### config.mk
export PLATFORM = sky130hd
export DESIGN_NAME = instr_fetch_stage_flat
export DESIGN_NICKNAME = d
export VERILOG_FILES = /design/src/rtl/core_pkg.sv /design/src/rtl/if2id_if.sv /design/src/rtl/instr_fetch_stage_pc_gen.sv /design/src/rtl/instr_fetch_stage.sv /design/src/flat_wrapper.sv
export SDC_FILE = /design/constraint.sdc
export NUM_CORES = 1
export LEC_CHECK = 0
export ABC_AREA = 1
export CORE_MARGIN = 2
export CORE_UTILIZATION = 43
export DETAILED_ROUTE_END_ITERATION = 16
export DONT_BUFFER_PORTS = 1
export PLACE_DENSITY = 0.66
export SYNTH_ARGS = -nofsm -noshare
export SYNTH_HDL_FRONTEND = slang
export SYNTH_SLANG_ARGS = --single-unit
### constraint.sdc
create_clock -name clk -period 4.4 [get_ports clk]
set_input_delay 0.88 -clock clk [delete_from_list [all_inputs] [get_ports clk]]
set_output_delay 0.88 -clock clk [all_outputs]
set_load 0.01 [all_outputs]
### src/rtl/core_pkg.sv
// Shared core types: IF->ID payload, fetch FSM states, NOP encoding.
// FETCH_MISALIGN_TRAP_EN adds the exc_misalign flag to the IF->ID payload.
package core_pkg;

    localparam int XLEN = 32;
    localparam logic [31:0] NOP_INSTR = 32'h0000_0013;

    typedef enum logic [1:0] {
        S_REQ,
        S_WAIT,
        S_HOLD
    } fetch_state_e;

    typedef struct packed {
        logic [XLEN-1:0] pc;
        logic [XLEN-1:0] pc_plus4;
        logic [31:0]     instr;
        logic            valid;
`ifdef FETCH_MISALIGN_TRAP_EN
        logic            exc_misalign;
`endif
    } if2id_t;

endpackage

### src/rtl/if2id_if.sv
// IF->ID pipeline-register interface: fetch drives, decode samples.
interface IF2ID_if;
    import core_pkg::*;

    if2id_t data;

    modport MASTER (output data);
    modport SLAVE  (input  data);
endinterface

### src/rtl/instr_fetch_stage_pc_gen.sv
// PC register with +4 incrementer and redirect mux; redirect beats increment.
module pc_gen
    import core_pkg::*;
#(
    parameter int              XLEN_P   = core_pkg::XLEN,
    parameter logic [XLEN_P-1:0] RESET_PC = '0
) (
    input  logic              clk,
    input  logic              rst_n,
    input  logic              inc_i,
    input  logic              redirect_i,
    input  logic [XLEN_P-1:0] redirect_pc_i,
    output logic [XLEN_P-1:0] pc_o
);

    logic [XLEN_P-1:0] pc_q, pc_d;

    // Next PC: redirect target, else advance past a granted fetch.
    always_comb begin
        pc_d = pc_q;
        if (redirect_i) begin
            pc_d = redirect_pc_i;
        end else if (inc_i) begin
            pc_d = pc_q + XLEN_P'(4);
        end
    end

    // PC register, synchronous reset to the boot address.
    always_ff @(posedge clk) begin
        if (!rst_n) pc_q <= RESET_PC;
        else        pc_q <= pc_d;
    end

    assign pc_o = pc_q;

endmodule

### src/rtl/instr_fetch_stage.sv
// IF stage: single-outstanding fetch over req/gnt/rvalid, stall hold buffer,
// redirect with discard of the in-flight response.
// FETCH_MISALIGN_TRAP_EN: a misaligned redirect produces one trap entry
// (NOP, exc_misalign=1) instead of a fetch, then fetch parks until redirected.
module instr_fetch_stage
    import core_pkg::*;
#(
    parameter int              XLEN     = core_pkg::XLEN,
    parameter logic [XLEN-1:0] RESET_PC = 32'h0000_0000
) (
    input  logic            clk,
    input  logic            rst_n,
    input  logic            stall_i,
    input  logic            redirect_i,
    input  logic [XLEN-1:0] redirect_pc_i,
    output logic            imem_req_o,
    output logic [XLEN-1:0] imem_addr_o,
    input  logic            imem_gnt_i,
    input  logic            imem_rvalid_i,
    input  logic [31:0]     imem_rdata_i,
    IF2ID_if.MASTER         bus_out
);

    fetch_state_e    state_q, state_d;
    logic            discard_q, discard_d;
    logic [XLEN-1:0] fetch_pc_q, fetch_pc_d;
    logic [XLEN-1:0] hold_pc_q, hold_pc_d;
    logic [31:0]     hold_instr_q, hold_instr_d;
    logic [XLEN-1:0] pc, tgt_pc;
    logic            req_ok, gnt_acc, fresh;
    if2id_t          if2id_d;

`ifdef FETCH_MISALIGN_TRAP_EN
    logic trap_pend_q, trap_pend_d;
    logic trap_stop_q, trap_stop_d;
    logic misalign_redir;
    assign tgt_pc         = redirect_pc_i;
    assign misalign_redir = redirect_i && (redirect_pc_i[1:0] != 2'b00);
    assign req_ok = rst_n && (state_q == S_REQ) && !trap_pend_q && !trap_stop_q && !misalign_redir;
`else
    // Low bits are dropped so fetches are always word aligned.
    assign tgt_pc = redirect_pc_i & ~XLEN'(3);
    assign req_ok = rst_n && (state_q == S_REQ);
`endif

    assign gnt_acc     = req_ok && imem_gnt_i;
    assign fresh       = (state_q == S_WAIT) && imem_rvalid_i && !discard_q && !redirect_i;
    assign imem_req_o  = req_ok;
    assign imem_addr_o = pc;

    pc_gen #(.XLEN_P(XLEN), .RESET_PC(RESET_PC)) u_pc_gen (
        .clk          (clk),
        .rst_n        (rst_n),
        .inc_i        (gnt_acc),
        .redirect_i   (redirect_i),
        .redirect_pc_i(tgt_pc),
        .pc_o         (pc)
    );

    // Fetch FSM next state, discard/hold bookkeeping and IF->ID payload.
    always_comb begin
        state_d      = state_q;
        discard_d    = discard_q;
        fetch_pc_d   = fetch_pc_q;
        hold_pc_d    = hold_pc_q;
        hold_instr_d = hold_instr_q;
        if2id_d      = '0;
        if2id_d.pc   = fetch_pc_q;

        case (state_q)
            S_REQ: begin
                if (gnt_acc) begin
                    state_d    = S_WAIT;
                    fetch_pc_d = pc;
                    discard_d  = redirect_i;   // redirected in the grant cycle: stale fetch
                end
            end
            S_WAIT: begin
                if (imem_rvalid_i) begin
                    discard_d = 1'b0;
                    if (fresh && stall_i) begin
                        state_d      = S_HOLD;
                        hold_pc_d    = fetch_pc_q;
                        hold_instr_d = imem_rdata_i;
                    end else begin
                        state_d = S_REQ;
                    end
                end else if (redirect_i) begin
                    discard_d = 1'b1;
                end
            end
            S_HOLD: begin
                if (redirect_i) begin
                    state_d      = S_REQ;
                    hold_pc_d    = '0;
                    hold_instr_d = '0;
                end else if (!stall_i) begin
                    state_d = S_REQ;
                end
            end
            default: state_d = S_REQ;
        endcase

        if (state_q == S_HOLD && !redirect_i) begin
            if2id_d.pc    = hold_pc_q;
            if2id_d.instr = hold_instr_q;
            if2id_d.valid = 1'b1;
        end else if (fresh) begin
            if2id_d.pc    = fetch_pc_q;
            if2id_d.instr = imem_rdata_i;
            if2id_d.valid = 1'b1;
        end

`ifdef FETCH_MISALIGN_TRAP_EN
        trap_pend_d = trap_pend_q && stall_i;
        trap_stop_d = trap_stop_q || (trap_pend_q && !stall_i);
        if (redirect_i) begin
            trap_pend_d = misalign_redir;
            trap_stop_d = 1'b0;
        end
        if (trap_pend_q && !redirect_i) begin
            if2id_d.pc           = pc;
            if2id_d.instr        = NOP_INSTR;
            if2id_d.valid        = 1'b1;
            if2id_d.exc_misalign = 1'b1;
        end
`endif

        if2id_d.pc_plus4 = if2id_d.pc + 32'd4;
        if (!rst_n) if2id_d = '0;
    end

    // State, discard flag and hold buffer registers.
    always_ff @(posedge clk) begin
        if (!rst_n) begin
            state_q      <= S_REQ;
            discard_q    <= 1'b0;
            fetch_pc_q   <= '0;
            hold_pc_q    <= '0;
            hold_instr_q <= '0;
`ifdef FETCH_MISALIGN_TRAP_EN
            trap_pend_q  <= 1'b0;
            trap_stop_q  <= 1'b0;
`endif
        end else begin
            state_q      <= state_d;
            discard_q    <= discard_d;
            fetch_pc_q   <= fetch_pc_d;
            hold_pc_q    <= hold_pc_d;
            hold_instr_q <= hold_instr_d;
`ifdef FETCH_MISALIGN_TRAP_EN
            trap_pend_q  <= trap_pend_d;
            trap_stop_q  <= trap_stop_d;
`endif
        end
    end

    assign bus_out.data = if2id_d;

endmodule

### src/flat_wrapper.sv
// flat-port wrapper written by rule: the top's interface ports become plain ports
module instr_fetch_stage_flat import core_pkg::*;
#(
    parameter int              XLEN     = core_pkg::XLEN,
    parameter logic [XLEN-1:0] RESET_PC = 32'h0000_0000
)
  (clk, rst_n, stall_i, redirect_i, redirect_pc_i, imem_req_o, imem_addr_o, imem_gnt_i, imem_rvalid_i, imem_rdata_i, bus_out_data);
  IF2ID_if bus_out_i ();
  input  logic clk;
  input  logic rst_n;
  input  logic stall_i;
  input  logic redirect_i;
  input  logic [XLEN-1:0] redirect_pc_i;
  output logic imem_req_o;
  output logic [XLEN-1:0] imem_addr_o;
  input  logic imem_gnt_i;
  input  logic imem_rvalid_i;
  input  logic [31:0] imem_rdata_i;
  output wire logic [$bits(bus_out_i.data)-1:0] bus_out_data;
  assign bus_out_data = bus_out_i.data;
  instr_fetch_stage #(.XLEN(XLEN), .RESET_PC(RESET_PC)) u_core (.clk(clk), .rst_n(rst_n), .stall_i(stall_i), .redirect_i(redirect_i), .redirect_pc_i(redirect_pc_i), .imem_req_o(imem_req_o), .imem_addr_o(imem_addr_o), .imem_gnt_i(imem_gnt_i), .imem_rvalid_i(imem_rvalid_i), .imem_rdata_i(imem_rdata_i), .bus_out(bus_out_i));
endmodule
## Word-level counts from Yosys, hierarchy flattened

Cells that the tools add are included.
Widths: inputs -> output; s select.

- $add $sub $neg: 2
- $mul: 0
- Div/mod/pow operators: 0
- Magnitude comparators: 0
- Equal/unequal tests: 8
- Shift-type cells: 0
- Muxes and demuxes: 23
- Bitwise gates (word level): 1
- Reductions and logical operators: 18

Operator list:

| kind | number |
|---|---|
| $mux 32 | 8 |
| $pmux 32 s2 | 2 |
| $mux 97 | 1 |
| $mux 33 | 2 |
| $add 32x3->32 const B | 2 |
| $mux 2 | 5 |
| $logic_and 1x1->1 | 7 |
| $ne 2x2->1 const B | 3 |
| $ne 3x3->1 const B | 2 |
| $pmux 2 s3 | 1 |
| $reduce_and 3->1 | 2 |
| $reduce_bool 2->1 | 3 |
| $reduce_and 4->1 | 1 |
| $mux 1 | 3 |
| $eq 2x1->1 const B | 1 |
| $eq 2x2->1 const B | 1 |
| $logic_not 1->1 | 2 |
| $logic_not 2->1 | 1 |
| $ne 2x1->1 const B | 1 |
| $pmux 1 s2 | 1 |
| $reduce_and 2->1 | 1 |
| $reduce_or 2->1 | 1 |
| $not 1->1 | 1 |

- Bits in registers: 131
- Latch bits: 0
- Bits in writable memories: 0
- Bits in read-only memories: 0
- Input bits: 70
- Output and inout bits: 130
- Memories kept: 0

## Logic depth before layout (Yosys ltp)

Gate-level depths: netlist of run 1.

- Word-level depth: 8
- Depth in mapped cells: 16

## Cells and area by module

Synthesis of run 1 repeated with hierarchy kept, for this count alone.

- Cell total of the unflattened synthesis: 1287
- Area, all modules: 7968.9 um^2

Modules (own cells, without submodules):

| module | instances | cells an instance | area an instance (um^2) |
|---|---|---|---|
| instr_fetch_stage | 1 | 957 | 5865.6 |
| pc_gen | 1 | 330 | 2103.3 |

## Least setup slack after synthesis of run 1

No wires, ideal clock.

- Kind: input to output
- From: input port redirect_i
- To: output port bus_out_data[49]
- Arrival: 2.688 ns
- Required time: 3.520 ns
- Path slack: 0.832 ns
- Cell stages on the path: 13
- Path buffers: 3
- Cell sequence: buf_4 > inv_4 > nand3_4 > buf_8 > buf_8 > o21ai_0 > ha_1 > nand2_1 > nor2_1 > nand2_2 > nor2_2 > nor2_1 > a21oi_1

- Longest elaborated chain between the ends: 5

RTL lines:

| what | line | source |
|---|---|---|
| from (decl) | flat_wrapper.sv:12 | `input logic redirect_i;` |
| $logic_not 1->1 | instr_fetch_stage.sv:104 | `if (state_q == S_HOLD && !redirect_i) begin` |
| $logic_and 1x1->1 | instr_fetch_stage.sv:104 |  |
| $mux 32 | instr_fetch_stage.sv:104 |  |
| $add 32x3->32 | instr_fetch_stage.sv:129 | `if2id_d.pc_plus4 = if2id_d.pc + 32'd4;` |
| $mux 97 | instr_fetch_stage.sv:130 | `if (!rst_n) if2id_d = '0;` |
| to (decl) | flat_wrapper.sv:19 | `output wire logic [$bits(bus_out_i.data)-1:0] bus_out_data;` |

Every way passes these cells.

## Final worst setup path of run 1

- From: register u_core.state_q[1]
- To: output port bus_out_data[61]

- Longest elaborated chain between the ends: 5

RTL lines:

| what | line | source |
|---|---|---|
| from (decl) | instr_fetch_stage.sv:24 | `fetch_state_e state_q, state_d;` |
| from (signal assigned) | instr_fetch_stage.sv:146 | `state_q <= state_d;` |
| $eq 2x2->1 | instr_fetch_stage.sv:104 |  |
| $logic_and 1x1->1 | instr_fetch_stage.sv:104 |  |
| $mux 32 | instr_fetch_stage.sv:104 |  |
| $add 32x3->32 | instr_fetch_stage.sv:129 |  |
| $mux 97 | instr_fetch_stage.sv:130 |  |

Every way passes these cells.

==> results of run 1 <==
[stage by stage]
| stage | worst slack [ns] | area, µm² | util | hold slack [ns] |
|---|---|---|---|---|
| after floorplan | 0.832 | 7650 | - | 0.439 |
| after global placement | 0.748 | 7630 | 0.440 | 0.451 |
| after detailed placement | 0.734 | 7630 | 0.440 | 0.456 |
| after CTS | 0.525 | 8160 | 0.470 | 0.463 |
| after global routing | 0.256 | 8160 | 0.470 | 0.478 |
| final | 0.515 | 8160 | 0.470 | 0.462 |
[critical path, stage by stage (launching register included)]
cell,delay [ns]
dfxtp_1,0.65
inv_2,0.09
nor2_4,0.09
buf_4,0.34
nand3_1,0.16
nand2_1,0.12
ha_1,0.18
nand2_1,0.08
nor2_1,0.20
nand2_2,0.17
nor2_1,0.23
nand2_1,0.08
nand2_1,0.06
nand2_1,0.05
inv_1,0.09
[state kept, by name (all words and copies together) (netlist names)]
name and cells:
u_core.state_q 2, u_core.fetch_pc_q 30, u_core.discard_q 1, u_core.u_pc_gen.pc_o 30
u_core.hold_instr_q 32, u_core.hold_pc_q 30
[synthesized netlist by cell type (all sizes together), types with 2 or more instances]
library cell / number
nand2: 383
nor2: 178
dfxtp: 125
inv: 106
nand3: 104
a21oi: 97
o21ai: 82
clkbuf: 41
buf: 37
o31ai: 14
a31oi: 12
nand4: 12
nor3: 10
a211oi: 9
xor2: 8
xnor2: 7
nand3b: 3
ha: 2
[final timing paths]
| check | endpoint | start | cells past startpoint | slack [ns] |
|---|---|---|---|---|
| max | bus_out_data[61] | u_core.state_q[1]$_SDFFE_PN0P_ | 14 | 0.51 |
| min | u_core.discard_q$_SDFFE_PN0P_ | u_core.discard_q$_SDFFE_PN0P_ | 2 | 0.46 |
| max reg2reg | u_core.hold_instr_q[4]$_SDFFE_PN0P_ | u_core.state_q[0]$_SDFFE_PN0P_ | 12 | 1.60 |
| min reg2reg | u_core.discard_q$_SDFFE_PN0P_ | u_core.discard_q$_SDFFE_PN0P_ | 2 | 0.46 |
[layer usage]
layer | GRT usage | routed length, µm
met1 | 0.325 | 10400
met2 | 0.347 | 9200
met3 | 0.0717 | 1890
met4 | 0.0578 | 225
met5 | 0 | 0
[kinds of logic (layout without fill, tap and decap cells)]
kind of cell	count (synthesis)	after routing
simple gates	692	692
xor+xnor	15	15
buf+inv	184	149
compound gates	218	218
fa+ha+maj	2	2
mux	1	1
other cells	1	6
flops	125	125
[report_power, final]
part | leakage [nW] | switching [W] | internal, W | total, W
registers | 1.02 | 0.0000604 | 0.00118 | 0.00124
clock network | 0.261 | 0.000469 | 0.000805 | 0.00127
logic | 1.96 | 0.000152 | 0.0000656 | 0.000218
total | 3.24 | 0.000681 | 0.00205 | 0.00273
[layout make-up]
cell class                 count  area share
timing repair buffer          13      0.0135
tap                          225      0.0345
inverter                     106      0.0495
clock buffer                  30      0.0655
sequential                   125       0.307
multi-input combinational    934       0.531
==> flow_summary.yaml, run 1 <==
yosys:
  synth_simple_gate_area_share: 0.388
  syn_avg_cell_area_um2: 6.17
  synthXorXnorAreaFrac: 0.0172
  seq_area_frac_synth: 0.328
  synth-seq-cells: 125
  synth_top_area_share: 0.328
  synth_top_family_by_area: "simple AND/OR/NAND/NOR gates"
  synth-edff-count: 0
  yosysWarnings: 0
  post_synth_fa_ha_maj_area_fraction: 0.00328
  ys.flop_type: "dfxtp_1"
  ys_types: 40
  async_reset_ff_frac: 0
  syn_inst: 1238
  synth_top_area_cell: "dfxtp_1"
  syn_area_um2: 7640
  synth_area_leaders: "dfxtp_1, nand2_1, nor2_1, nand3_1, a21oi_1"
  synthMuxAreaShare: 0.00131
  synth_compound_area_frac: 0.154
setup_path:
  cp.required_ns: 3.52
  path_max_fanout: 33
  cp-end-kind: "output pin"
  critical_path_class: "reg2out"
  startpoint_type: "register"
  arrival_ns: 3.01
sta:
  min_period_over_period: 0.883
  hold_viol_final: 0
  tightest_slew_ns: 0.622
  max_freq_ghz: 0.257
  maxSlewViolCount: 0
  fin_crit_ns: 3.89
  relSlewSlack: 0.585
  fin_worst_skew_ns: 0.00611
  rsz0062_at_grt: "false"
  finalSetupViolCount: 0
  fin_tns_setup_ns: 0
detailed_routing:
  drt_iter0_drc: 613
  wl_per_cell_um: 15.2
  drtAntennaViolNets: 0
  drtPass1Iterations: 5
  vias_per_cell: 5.32
  drc_errors: 0
  wl_mm: 21.8
  route.vias.total: 7624
clock_tree:
  cts.path.max_buffers: 2
  clkTransAtPathRegs_ns: 0.05
  cts_resized: 0
  clk_latency_ns: 0.41
  htree_levels: 4
  cts_tree: "done"
  cts_setup_buffers: 0
  cts-hold-fix-buffers: 0
  cts_root_buffer: "clkbuf_16"
  cts_buffers: 17
  clock_sinks: 125
cells_and_area:
  mostFrequentLayoutCells: "nand2_1, nor2_1, dfxtp_1, nand3_1, inv_1"
  instances_no_fill: 1433
  seqCellArea_um2: 2500
  layout-drive-gt1-share: 0.0712
  fin_nets: 1269
  area_growth_pct: 6.90
  multi_input_area_um2: 4330
  nFillCells: 1840
  antenna_cells: 0
  final_common_cell: "nand2_1"
min_path:
  hp-class: "reg2reg"
pwr:
  p_total_w: 0.00273
  vdd_drop_max_uv: 247
  p_leak_nw: 3.24
  p_per_area_nw_per_um2: 334
floorplan:
  core-area_um2: 17400
  start_util: 0.440
  dieArea_um2: 18800
  die_y_um: 137
  io_pins: 200
  placementRows: 48
  dieWidth_um: 137
flow_run:
  maxCapViolations: 0
place:
  place.gp.congestion: 0.896
  dpl.hpwl_mm: 15.2
  io_buffer_count: 0
  placed_cells: 1403
global_routing:
  grt_max_degree: 113
  grt_first_pass_wirelength_mm: 34.9
  grtUsageTotal: 0.232
  grt_antenna_before_repair: 0
  gr-total-overflow: 0
  first_global_vias: 6734
run_status:
  status: "finished, final reports clean"
(Power assumes the default switching activity.)
==> run 2, diff against run 1 <==
--- a/config.mk
+++ b/config.mk
@@ -6,11 +6,11 @@
 export NUM_CORES = 1
 export LEC_CHECK = 0
 export ABC_AREA = 1
+export BUFFER_PORTS_ARGS = -buffer_cell sky130_fd_sc_hd__buf_2
 export CORE_MARGIN = 2
 export CORE_UTILIZATION = 43
 export DETAILED_ROUTE_END_ITERATION = 16
-export DONT_BUFFER_PORTS = 1
-export PLACE_DENSITY = 0.66
+export PLACE_DENSITY = 0.75
 export SYNTH_ARGS = -nofsm -noshare
 export SYNTH_HDL_FRONTEND = slang
 export SYNTH_SLANG_ARGS = --single-unit
==> flow_summary.yaml, run 2 (synthesis results as in run 1) <==
run_status:
  status: "finished, final reports clean"
setup_path:
  cp.required_ns: 3.52
  startpoint_type: "input port"
  reg2reg_to: "u_core.hold_instr_q[12]$_SDFFE_PN0P_"
  r2r-start: "u_core.state_q[1]$_SDFFE_PN0P_"
  critical_path_class: "in2out"
  path_max_fanout: 42
  cp-end-kind: "output pin"
  arrival_ns: 3.06
  r2r_slack_ns: 1.56
  reg2reg_depth: 7
sta:
  maxSlewViolCount: 0
  hold_viol_final: 0
  fin_crit_ns: 3.94
  rsz0062_at_grt: "false"
  min_period_over_period: 0.895
  tightest_slew_ns: 0.966
  max_freq_ghz: 0.254
  finalSetupViolCount: 0
  relSlewSlack: 0.355
  fin_worst_skew_ns: 0.00996
  fin_tns_setup_ns: 0
detailed_routing:
  vias_per_cell: 5.21
  drtAntennaViolNets: 0
  drc_errors: 0
  route.vias.total: 8464
  drtPass1Iterations: 5
  drt_iter0_drc: 697
  wl_mm: 22.8
  wl_per_cell_um: 14.1
global_routing:
  grtUsageTotal: 0.241
  met3_usage: 0.0353
  use_met1: 0.351
  top_usage_layer: "met2"
  grt_first_pass_wirelength_mm: 36.7
  grt_max_degree: 109
  grt_antenna_before_repair: 1
  gr-total-overflow: 0
  first_global_vias: 7361
  grt_use_met2: 0.367
clock_tree:
  cts.path.max_buffers: 2
  cts_tree: "done"
  cts-hold-fix-buffers: 0
  cts_root_buffer: "clkbuf_16"
  htree_levels: 4
  clock_sinks: 125
  cts_setup_buffers: 0
  clkTransAtPathRegs_ns: 0.05
  cts_buffers: 17
  cts_resized: 0
  clk_latency_ns: 0.41
place:
  io_buffer_count: 191
  place.gp.congestion: 0.918
  dpl.hpwl_mm: 15.9
pwr:
  swShare: 0.257
  p_leak_nw: 4.21
  p_seq_frac: 0.414
  vdd_drop_max_uv: 221
  p_per_area_nw_per_um2: 322
  p_int_w: 0.00220
  power_switching_w: 0.000761
  comb_power_share: 0.106
  p_total_w: 0.00296
  p_clk_frac: 0.480
floorplan:
  dieArea_um2: 18800
  io_pins: 200
  dieWidth_um: 137
  core-area_um2: 17400
  placementRows: 48
  start_util: 0.440
  die_y_um: 137
cells_and_area:
  largest_register_ffs: 32
  area_growth_pct: 20.1
  final_common_cell: "nand2_1"
  nFillCells: 1777
  layout-drive-gt1-share: 0.203
  mostFrequentLayoutCells: "nand2_1, buf_2, nor2_1, dfxtp_1, nand3_1"
  regMostFlops: "u_core.hold_instr_q"
  fin_nets: 1458
min_path:
  hp-class: "reg2reg"
  min_to: "u_core.discard_q$_SDFFE_PN0P_"
  min-delay-start: "u_core.discard_q$_SDFFE_PN0P_"
  min_path_cells: 2
flow_run:
  maxCapViolations: 0
run 2: stage by stage:
stage	setup slack (ns)	hold WS, ns	cells	util	cell area, µm²
3_3_place_gp	0.551	0.449	1592	0.494	8570
3_5_place_dp	0.503	0.462	1592	0.494	8570
2_1_floorplan	0.832	0.439	1243	-	7650
6_report	0.463	0.473	1625	0.529	9170
5_1_grt	0.176	0.501	1625	0.529	9170
4_1_cts	0.505	0.470	1624	0.528	9170
run 2: layout make-up:
| type | count | area [µm²] | share of cell area |
|---|---|---|---|
| Timing Repair Buffer | 202 | 1050 | 0.115 |
| Sequential cell | 125 | 2500 | 0.273 |
| Tap cell | 225 | 282 | 0.0307 |
| Antenna cell | 1 | 2.50 | 0.000273 |
| Clock buffer | 19 | 453 | 0.0494 |
| Multi-Input combinational cell | 934 | 4330 | 0.472 |
| Clock inverter | 13 | 146 | 0.0160 |
| Inverter | 106 | 404 | 0.0441 |
run 2: power groups by stage:
stage / Sequential [W] / Clock, W / Combinational (W)
floorplan: 0.00124 / 0 / 0.000197
global placement: 0.00125 / 0 / 0.000306
detailed placement: 0.00125 / 0 / 0.000311
CTS: 0.00122 / 0.00144 / 0.000312
global route: 0.00123 / 0.00149 / 0.000352
finish: 0.00122 / 0.00142 / 0.000314
run 2: how the worst max path moves through the flow:
stage,startpoint,endpoint,slack [ns],cells after the start
after floorplan,redirect_i,bus_out_data[49],0.83,13
after global placement,redirect_i,bus_out_data[61],0.55,15
after detailed placement,redirect_i,bus_out_data[61],0.50,14
after CTS,redirect_i,bus_out_data[61],0.51,15
after global routing,u_core.state_q[1]$_SDFFE_PN0P_,bus_out_data[61],0.18,13
final,redirect_i,bus_out_data[61],0.46,15
run 2: worst max-delay path, cell delays in order:
cell and delay (ns):
buf_2 0.13, inv_4 0.07, buf_4 0.43, nand3_1 0.19
nand2_1 0.13, ha_1 0.19, nand2_1 0.08, nor2_1 0.19
nand2_2 0.17, nor2_1 0.24, nand2_1 0.09, nand2_1 0.06
nand2_1 0.04, inv_1 0.04, buf_2 0.11
run 2: layer usage:
metal,vias up,wire length (µm)
li1,4269,-
met1,3854,10800
met2,318,10200
met3,23,1610
met4,0,318
met5,-,0
